`src/rtl/score_keeper_if.sv`:
```
// Video timing / pixel inputs and score outputs shared between the
// video front end (master) and score_keeper (slave).
interface score_keeper_if;
  logic       i_HReset;
  logic       i_VReset;
  logic       i_HBlank;
  logic       i_VBlank;
  logic       i_Ball_Video;
  logic       i_Paddle_Video;
  logic       o_Hit;
  logic       o_Miss;
  logic [7:0] o_Rally;
  logic [7:0] o_Misses;
  logic       o_Video;

  modport master (
    output i_HReset, i_VReset, i_HBlank, i_VBlank, i_Ball_Video, i_Paddle_Video,
    input  o_Hit, o_Miss, o_Rally, o_Misses, o_Video
  );

  modport slave (
    input  i_HReset, i_VReset, i_HBlank, i_VBlank, i_Ball_Video, i_Paddle_Video,
    output o_Hit, o_Miss, o_Rally, o_Misses, o_Video
  );
endinterface

```
`src/rtl/score_keeper.sv`:
```
// Per-frame hit/miss detection with BCD rally/miss counters.
// Define SCORE_DISPLAY_EN to render the miss count as a two-glyph overlay on o_Video.
module score_keeper #(
  parameter int p_MISS_X     = 8,
  parameter int p_HOLDOFF    = 30,
  parameter int p_DIGIT_X    = 300,
  parameter int p_DIGIT_Y    = 16,
  parameter int p_SCALE_LOG2 = 2
) (
  input  logic          i_Clk,
  input  logic          i_Rst_L,
  score_keeper_if.slave bus
);

  localparam int HW = (p_HOLDOFF < 1) ? 1 : $clog2(p_HOLDOFF + 1);

  typedef enum logic {ST_ACTIVE, ST_COMMIT} state_t;

  state_t          state_q;
  logic [9:0]      x_q, x_d;
  logic            vblank_prev_q;
  logic            armed_q;
  logic            hit_flag_q, miss_flag_q;
  logic [HW-1:0]   holdoff_q;
  logic            hit_q, miss_q;
  logic [7:0]      rally_q, misses_q;
  logic [7:0]      rally_d, misses_d;
  logic            hit_det, miss_det, vrise;

  function automatic logic [7:0] bcd_inc(input logic [7:0] v);
    if (v == 8'h99)          return v;
    else if (v[3:0] == 4'd9) return {v[7:4] + 4'd1, 4'd0};
    else                     return {v[7:4], v[3:0] + 4'd1};
  endfunction

  always_comb begin
    x_d      = bus.i_HReset ? 10'd0 : ((x_q == 10'h3FF) ? x_q : x_q + 10'd1);
    hit_det  = armed_q && !bus.i_HBlank && !bus.i_VBlank &&
               bus.i_Ball_Video && bus.i_Paddle_Video;
    miss_det = armed_q && !bus.i_HBlank && !bus.i_VBlank &&
               bus.i_Ball_Video && (x_q < 10'(p_MISS_X));
    vrise    = bus.i_VBlank && !vblank_prev_q;
    rally_d  = bcd_inc(rally_q);
    misses_d = bcd_inc(misses_q);
  end

  // armed_q stays low until a frame start is seen, so a reset mid-frame
  // suppresses the partial frame's commit.
  always_ff @(posedge i_Clk or negedge i_Rst_L) begin
    if (!i_Rst_L) begin
      state_q       <= ST_ACTIVE;
      x_q           <= '0;
      vblank_prev_q <= 1'b1;
      armed_q       <= 1'b0;
      hit_flag_q    <= 1'b0;
      miss_flag_q   <= 1'b0;
      holdoff_q     <= '0;
      hit_q         <= 1'b0;
      miss_q        <= 1'b0;
      rally_q       <= '0;
      misses_q      <= '0;
    end else begin
      x_q           <= x_d;
      vblank_prev_q <= bus.i_VBlank;
      if (bus.i_VReset) armed_q <= 1'b1;
      case (state_q)
        ST_ACTIVE: begin
          hit_flag_q  <= hit_flag_q  | hit_det;
          miss_flag_q <= miss_flag_q | miss_det;
          if (vrise && armed_q) begin
            state_q <= ST_COMMIT;
            if (hit_flag_q) begin
              hit_q   <= 1'b1;
              rally_q <= rally_d;
              if (holdoff_q != '0) holdoff_q <= holdoff_q - 1'b1;
            end else if (miss_flag_q && holdoff_q == '0) begin
              miss_q    <= 1'b1;
              misses_q  <= misses_d;
              rally_q   <= '0;
              holdoff_q <= HW'(p_HOLDOFF);
            end else if (holdoff_q != '0) begin
              holdoff_q <= holdoff_q - 1'b1;
            end
          end
        end
        ST_COMMIT: begin
          hit_q       <= 1'b0;
          miss_q      <= 1'b0;
          hit_flag_q  <= 1'b0;
          miss_flag_q <= 1'b0;
          state_q     <= ST_ACTIVE;
        end
        default: state_q <= ST_ACTIVE;
      endcase
    end
  end

  assign bus.o_Hit    = hit_q;
  assign bus.o_Miss   = miss_q;
  assign bus.o_Rally  = rally_q;
  assign bus.o_Misses = misses_q;

`ifdef SCORE_DISPLAY_EN
  localparam int BOX_W = 7 << p_SCALE_LOG2;
  localparam int BOX_H = 5 << p_SCALE_LOG2;

  logic [9:0]  y_q, y_d;
  logic [9:0]  dx, dy;
  logic [2:0]  cx, cy;
  logic [1:0]  col;
  logic [3:0]  digit, idx;
  logic [14:0] glyph;
  logic        in_box, video_d, video_q;

  // 3x5 bitmap, row 0 in [14:12], leftmost column is the MSB of each row
  function automatic logic [14:0] glyph_rom(input logic [3:0] d);
    case (d)
      4'd0:    return 15'b111_101_101_101_111;
      4'd1:    return 15'b110_010_010_010_111;
      4'd2:    return 15'b111_001_111_100_111;
      4'd3:    return 15'b111_001_111_001_111;
      4'd4:    return 15'b101_101_111_001_001;
      4'd5:    return 15'b111_100_111_001_111;
      4'd6:    return 15'b111_100_111_101_111;
      4'd7:    return 15'b111_001_001_001_001;
      4'd8:    return 15'b111_101_111_101_111;
      4'd9:    return 15'b111_101_111_001_111;
      default: return 15'b0;
    endcase
  endfunction

  always_comb begin
    y_d = y_q;
    if (bus.i_VReset)                       y_d = 10'd0;
    else if (bus.i_HReset && y_q != 10'h3FF) y_d = y_q + 10'd1;
    dx      = x_q - 10'(p_DIGIT_X);
    dy      = y_q - 10'(p_DIGIT_Y);
    in_box  = ({1'b0, x_q} >= 11'(p_DIGIT_X)) && ({1'b0, x_q} < 11'(p_DIGIT_X + BOX_W)) &&
              ({1'b0, y_q} >= 11'(p_DIGIT_Y)) && ({1'b0, y_q} < 11'(p_DIGIT_Y + BOX_H));
    cx      = 3'(dx >> p_SCALE_LOG2);
    cy      = 3'(dy >> p_SCALE_LOG2);
    col     = cx[1:0];
    digit   = cx[2] ? misses_q[3:0] : misses_q[7:4];
    glyph   = glyph_rom(digit);
    idx     = ({1'b0, cy} * 4'd3) + {2'b00, col};
    video_d = in_box && (cx != 3'd3) && glyph[4'd14 - idx] &&
              !bus.i_HBlank && !bus.i_VBlank;
  end

  always_ff @(posedge i_Clk or negedge i_Rst_L) begin
    if (!i_Rst_L) begin
      y_q     <= '0;
      video_q <= 1'b0;
    end else begin
      y_q     <= y_d;
      video_q <= video_d;
    end
  end

  assign bus.o_Video = video_q;
`else
  assign bus.o_Video = 1'b0;
`endif

endmodule

```
`src/flat_wrapper.sv`:
```
// flat-port wrapper written by rule: the top's interface ports become plain ports
module score_keeper_flat 
#(
  parameter int p_MISS_X     = 8,
  parameter int p_HOLDOFF    = 30,
  parameter int p_DIGIT_X    = 300,
  parameter int p_DIGIT_Y    = 16,
  parameter int p_SCALE_LOG2 = 2
)
  (i_Clk, i_Rst_L, bus_i_HReset, bus_i_VReset, bus_i_HBlank, bus_i_VBlank, bus_i_Ball_Video, bus_i_Paddle_Video, bus_o_Hit, bus_o_Miss, bus_o_Rally, bus_o_Misses, bus_o_Video);
  score_keeper_if bus_i ();
  input  logic i_Clk;
  input  logic i_Rst_L;
  input wire logic [$bits(bus_i.i_HReset)-1:0] bus_i_HReset;
  input wire logic [$bits(bus_i.i_VReset)-1:0] bus_i_VReset;
  input wire logic [$bits(bus_i.i_HBlank)-1:0] bus_i_HBlank;
  input wire logic [$bits(bus_i.i_VBlank)-1:0] bus_i_VBlank;
  input wire logic [$bits(bus_i.i_Ball_Video)-1:0] bus_i_Ball_Video;
  input wire logic [$bits(bus_i.i_Paddle_Video)-1:0] bus_i_Paddle_Video;
  output wire logic [$bits(bus_i.o_Hit)-1:0] bus_o_Hit;
  output wire logic [$bits(bus_i.o_Miss)-1:0] bus_o_Miss;
  output wire logic [$bits(bus_i.o_Rally)-1:0] bus_o_Rally;
  output wire logic [$bits(bus_i.o_Misses)-1:0] bus_o_Misses;
  output wire logic [$bits(bus_i.o_Video)-1:0] bus_o_Video;
  assign bus_i.i_HReset = bus_i_HReset;
  assign bus_i.i_VReset = bus_i_VReset;
  assign bus_i.i_HBlank = bus_i_HBlank;
  assign bus_i.i_VBlank = bus_i_VBlank;
  assign bus_i.i_Ball_Video = bus_i_Ball_Video;
  assign bus_i.i_Paddle_Video = bus_i_Paddle_Video;
  assign bus_o_Hit = bus_i.o_Hit;
  assign bus_o_Miss = bus_i.o_Miss;
  assign bus_o_Rally = bus_i.o_Rally;
  assign bus_o_Misses = bus_i.o_Misses;
  assign bus_o_Video = bus_i.o_Video;
  score_keeper #(.p_MISS_X(p_MISS_X), .p_HOLDOFF(p_HOLDOFF), .p_DIGIT_X(p_DIGIT_X), .p_DIGIT_Y(p_DIGIT_Y), .p_SCALE_LOG2(p_SCALE_LOG2)) u_core (.i_Clk(i_Clk), .i_Rst_L(i_Rst_L), .bus(bus_i));
endmodule
```
`config.mk`:
```
export PLATFORM = sky130hd
export DESIGN_NAME = score_keeper_flat
export DESIGN_NICKNAME = d
export VERILOG_FILES = /design/src/rtl/score_keeper_if.sv /design/src/rtl/score_keeper.sv /design/src/flat_wrapper.sv
export SDC_FILE = /design/constraint.sdc
export NUM_CORES = 1
export LEC_CHECK = 0
export CAP_MARGIN = 20
export CORE_ASPECT_RATIO = 0.75
export CORE_MARGIN = 5
export CORE_UTILIZATION = 30
export DETAILED_ROUTE_END_ITERATION = 6
export GPL_ROUTABILITY_DRIVEN = 0
export PLACE_DENSITY = 0.59
export SLEW_MARGIN = 10
export SYNTH_ARGS = -nofsm -noshare
export SYNTH_HDL_FRONTEND = slang
export SYNTH_SLANG_ARGS = --single-unit
```
`constraint.sdc`:
```
create_clock -name i_Clk -period 4.1 [get_ports i_Clk]
set_input_delay 1.23 -clock i_Clk [delete_from_list [all_inputs] [get_ports i_Clk]]
set_output_delay 1.23 -clock i_Clk [all_outputs]
set_load 0.05 [all_outputs]
```
==> impl_results.md <==
- Status: completed
- First-pass GRT wire length: 6955 um
- Die ar.: 0.008274 mm2
- GRT Total Usage: a little over a tenth
- Worst EP required: 2.87 ns
- Ranking of synthesized cells by area: dfrtp_1 47%, ha_1 5.1%, o21ai_0 3.8%
- Clk pin slew, worst setup/hold paths: approximately 0.080 ns
- Max-slew violations: 0
- Post-CTS Resized: 0
- Cell Area, Synth: 0.001962 mm2
- Worst-path maximum fanout: 6
- Drt pass-1 iters: 4
- WHS Endpoint: u_core.holdoff_q[0]
- Crit path kind: flop to primary output
- CP max-delay cell: clkdlybuf4s50_1
- Minimum hold slack: about 0.50 ns
- Fin Setup TNS: 0 ns
- CP top delay family: buffers and inverters
- Max Root-Sink Buffers: 2
- Quantity of I/O buffers inserted on ports: 25
- Cells after Synth: 189
- Crit path buffers/inverters: 1
- Top post-synthesis cells by count: 37 x dfrtp_1, 15 x o21ai_0, 14 x inv_1, 14 x nor2_1
- Die height: 80.04 um
- Clock Skews: about 0.005 ns
- Antenna violations before repair: 0
- Largest net degree at the start of global routing: 39
- Critical path capture point type: primary output
- CP Cell Sequence: clkdlybuf4s50_1
- Hold Vio Cnt, Final: 0
- Final critical-path share of the clock period: 68.66%
- Hold path depth: 1
- Flop-to-flop setup slack: 2.06 ns
- Syn-to-layout area delta: 21.62%
- Cell taking the most area after synthesis: dfrtp_1
- Via count: 1471
- Worst Tran Pin Value: 0.8522 ns
- FILL cells: between 600 and 700
- Worst VDD drop: 0.1797 mV
- Post-synth EDFFs: 0
- Min-delay worst type: flop to flop
- Worst r2r src: u_core.holdoff_q[0]
- CTS H-tree depth: 2
- Max-cap violations: 0
- Drt total wl: a little under 4000 um
- Crit path time final: 2.815 ns
- Syn avg cell area: ~10 um2
- Core Box Area: 0.006319 mm2
- DRT iter0 DRCs: 45
- Worst skew pair latency: around 0.29 ns
- Max incr delay on CP: between 0.8 and 0.9 ns
- Final ANT Viol Nets: 0
- Mean routed wirelength per cell: 13.17 um
- Nets@finish: 232
- Ys async rst share: 100.0%
- CTS root buf: clkbuf_8
- Syn Nets: around 210
- TritonCTS buffer count: 5
- Dpl hpwl: between 2000 and 3000 um
- Num ports: 27
- N_diodes: 0
- Sink Count: 38
- Max Clk Rate: between 300 and 400 MHz
- DRC errors left: 0
- Chip width: around 100 um
- Leakage power total: 1.019 nW
- RSZ-0062 raised after global routing: no
- Setup bufs post-CTS: 0
- R2r endpoint: u_core.bus.o_Rally[4]
- Via/cell ratio: 4.936
- Hold_sp: u_core.holdoff_q[0]
- Worst EP arrival: 1.59 ns
- Vias in the first global route: 1483
- Top cell type's share of synthesized area: 47.19%
- Slew headroom: a little over two fifths
- Row count: 25
- Fraction of layout cells with a size suffix above 1: 9.677%
- Setup-failing EPs final: 0
- CP Launch Type: flop
- Distinct cells, synth: 52
- TritonCTS clock tree: done
- Reg2Reg Depth: 6
- Yosys warns: 0
- Count leader, synth: dfrtp_1
- Flops & latches, synth: 38
- Initial Util: 31.05%
- Synth Flop Type: dfrtp_1
- GR Overflow Total: 0
- Cts hold-fix bufs: 0
- Seq/Total Area, Yosys: 48.53%
- PwrDens: 465.0 mW/mm2
[power breakdown]
group	switching (W)	internal [W]
clock network	0.000136	0.000179
logic	0.000181	0.000123
registers	0.0000650	0.000426
total	0.000382	0.000728
[worst max path at each step]
| stage | start | end | cells past startpoint |
|---|---|---|---|
| 2_1_floorplan | bus_i_VBlank | u_core.bus.o_Rally[1] | 4 |
| 3_3_place_gp | bus_i_VBlank | u_core.bus.o_Rally[3] | 6 |
| 3_5_place_dp | bus_i_VBlank | u_core.bus.o_Rally[3] | 6 |
| 4_1_cts | u_core.bus.o_Misses[0] | bus_o_Misses[0] | 1 |
| 5_1_grt | bus_i_VBlank | u_core.bus.o_Rally[3] | 6 |
| 6_report | u_core.bus.o_Misses[0] | bus_o_Misses[0] | 1 |
[per-layer routing]
layer  up-vias  routed length [um]  GRT usage, %
met4         0                  48         3.105
met1       697                2164         16.59
li1        739                   -             -
met3         5                 231         3.231
met2        30                1481         13.99
met5         -                   0             0
[cell type report]
class / instances / area (um2) / share of cell area (%)
sequential: 38 / 952.2 / 39.91
multi-input combinational: 131 / 922.1 / 38.65
timing repair buffer: 25 / 245.2 / 10.28
tap: 81 / 101.3 / 4.247
clock buffer: 5 / 68.82 / 2.884
inverter: 15 / 56.30 / 2.360
clock inverter: 3 / 40.04 / 1.678
[cells by family (layout without fill, tap and decap cells)]
logic type,after synthesis,in the layout,share of synthesized area [%]
simple gates,65,65,21.05
other cells,1,1,0.1911
flops,38,38,48.53
mux,6,6,3.189
buf+inv,20,48,4.464
xor+xnor,10,10,4.464
compound gates,41,41,13.01
fa+ha+maj,8,8,5.102
[registers in the layout, summed over array words and instances, names as in the netlist, 5 cells and up]
register and flops:
u_core.holdoff_q 5, u_core.bus.o_Misses 8, u_core.x_q 10, u_core.bus.o_Rally 8
[cell usage in the layout, fill, tap and decap left out, types with 2 or more instances in the layout]
cell type and count:
nor4_1 3, clkinv_2 2, clkbuf_8 5, a21oi_1 8, inv_1 14, mux2_1 2
xnor2_1 5, nand2_1 8, mux2i_1 4, ha_1 8, nor3_1 3, nor4bb_1 2
xor2_1 5, nand3b_1 3, dfrtp_1 37, nand4_1 6, nand3_1 5, nor2_1 14
a31oi_1 3, o21ai_1 2, and3_1 4, o22ai_1 2, or3_1 5, o31a_2 2
o21ai_0 15, clkdlybuf4s50_1 24
[metrics by stage]
| step | power, W | cells | setup slack, ns | utilization [%] | cell area, um2 |
|---|---|---|---|---|---|
| after floorplan | 0.0007066 | 189 | 1.743 | - | 1962 |
| after global placement | 0.0008010 | 290 | 1.051 | 36.04 | 2277 |
| after detailed placement | 0.0008053 | 290 | 1.036 | 36.04 | 2277 |
| after CTS | 0.001128 | 298 | 1.269 | 37.76 | 2386 |
| after global routing | 0.001179 | 298 | 1.132 | 37.76 | 2386 |
| final | 0.001109 | 298 | 1.285 | 37.76 | 2386 |
Note: power is estimated with default switching activity, not from simulation.
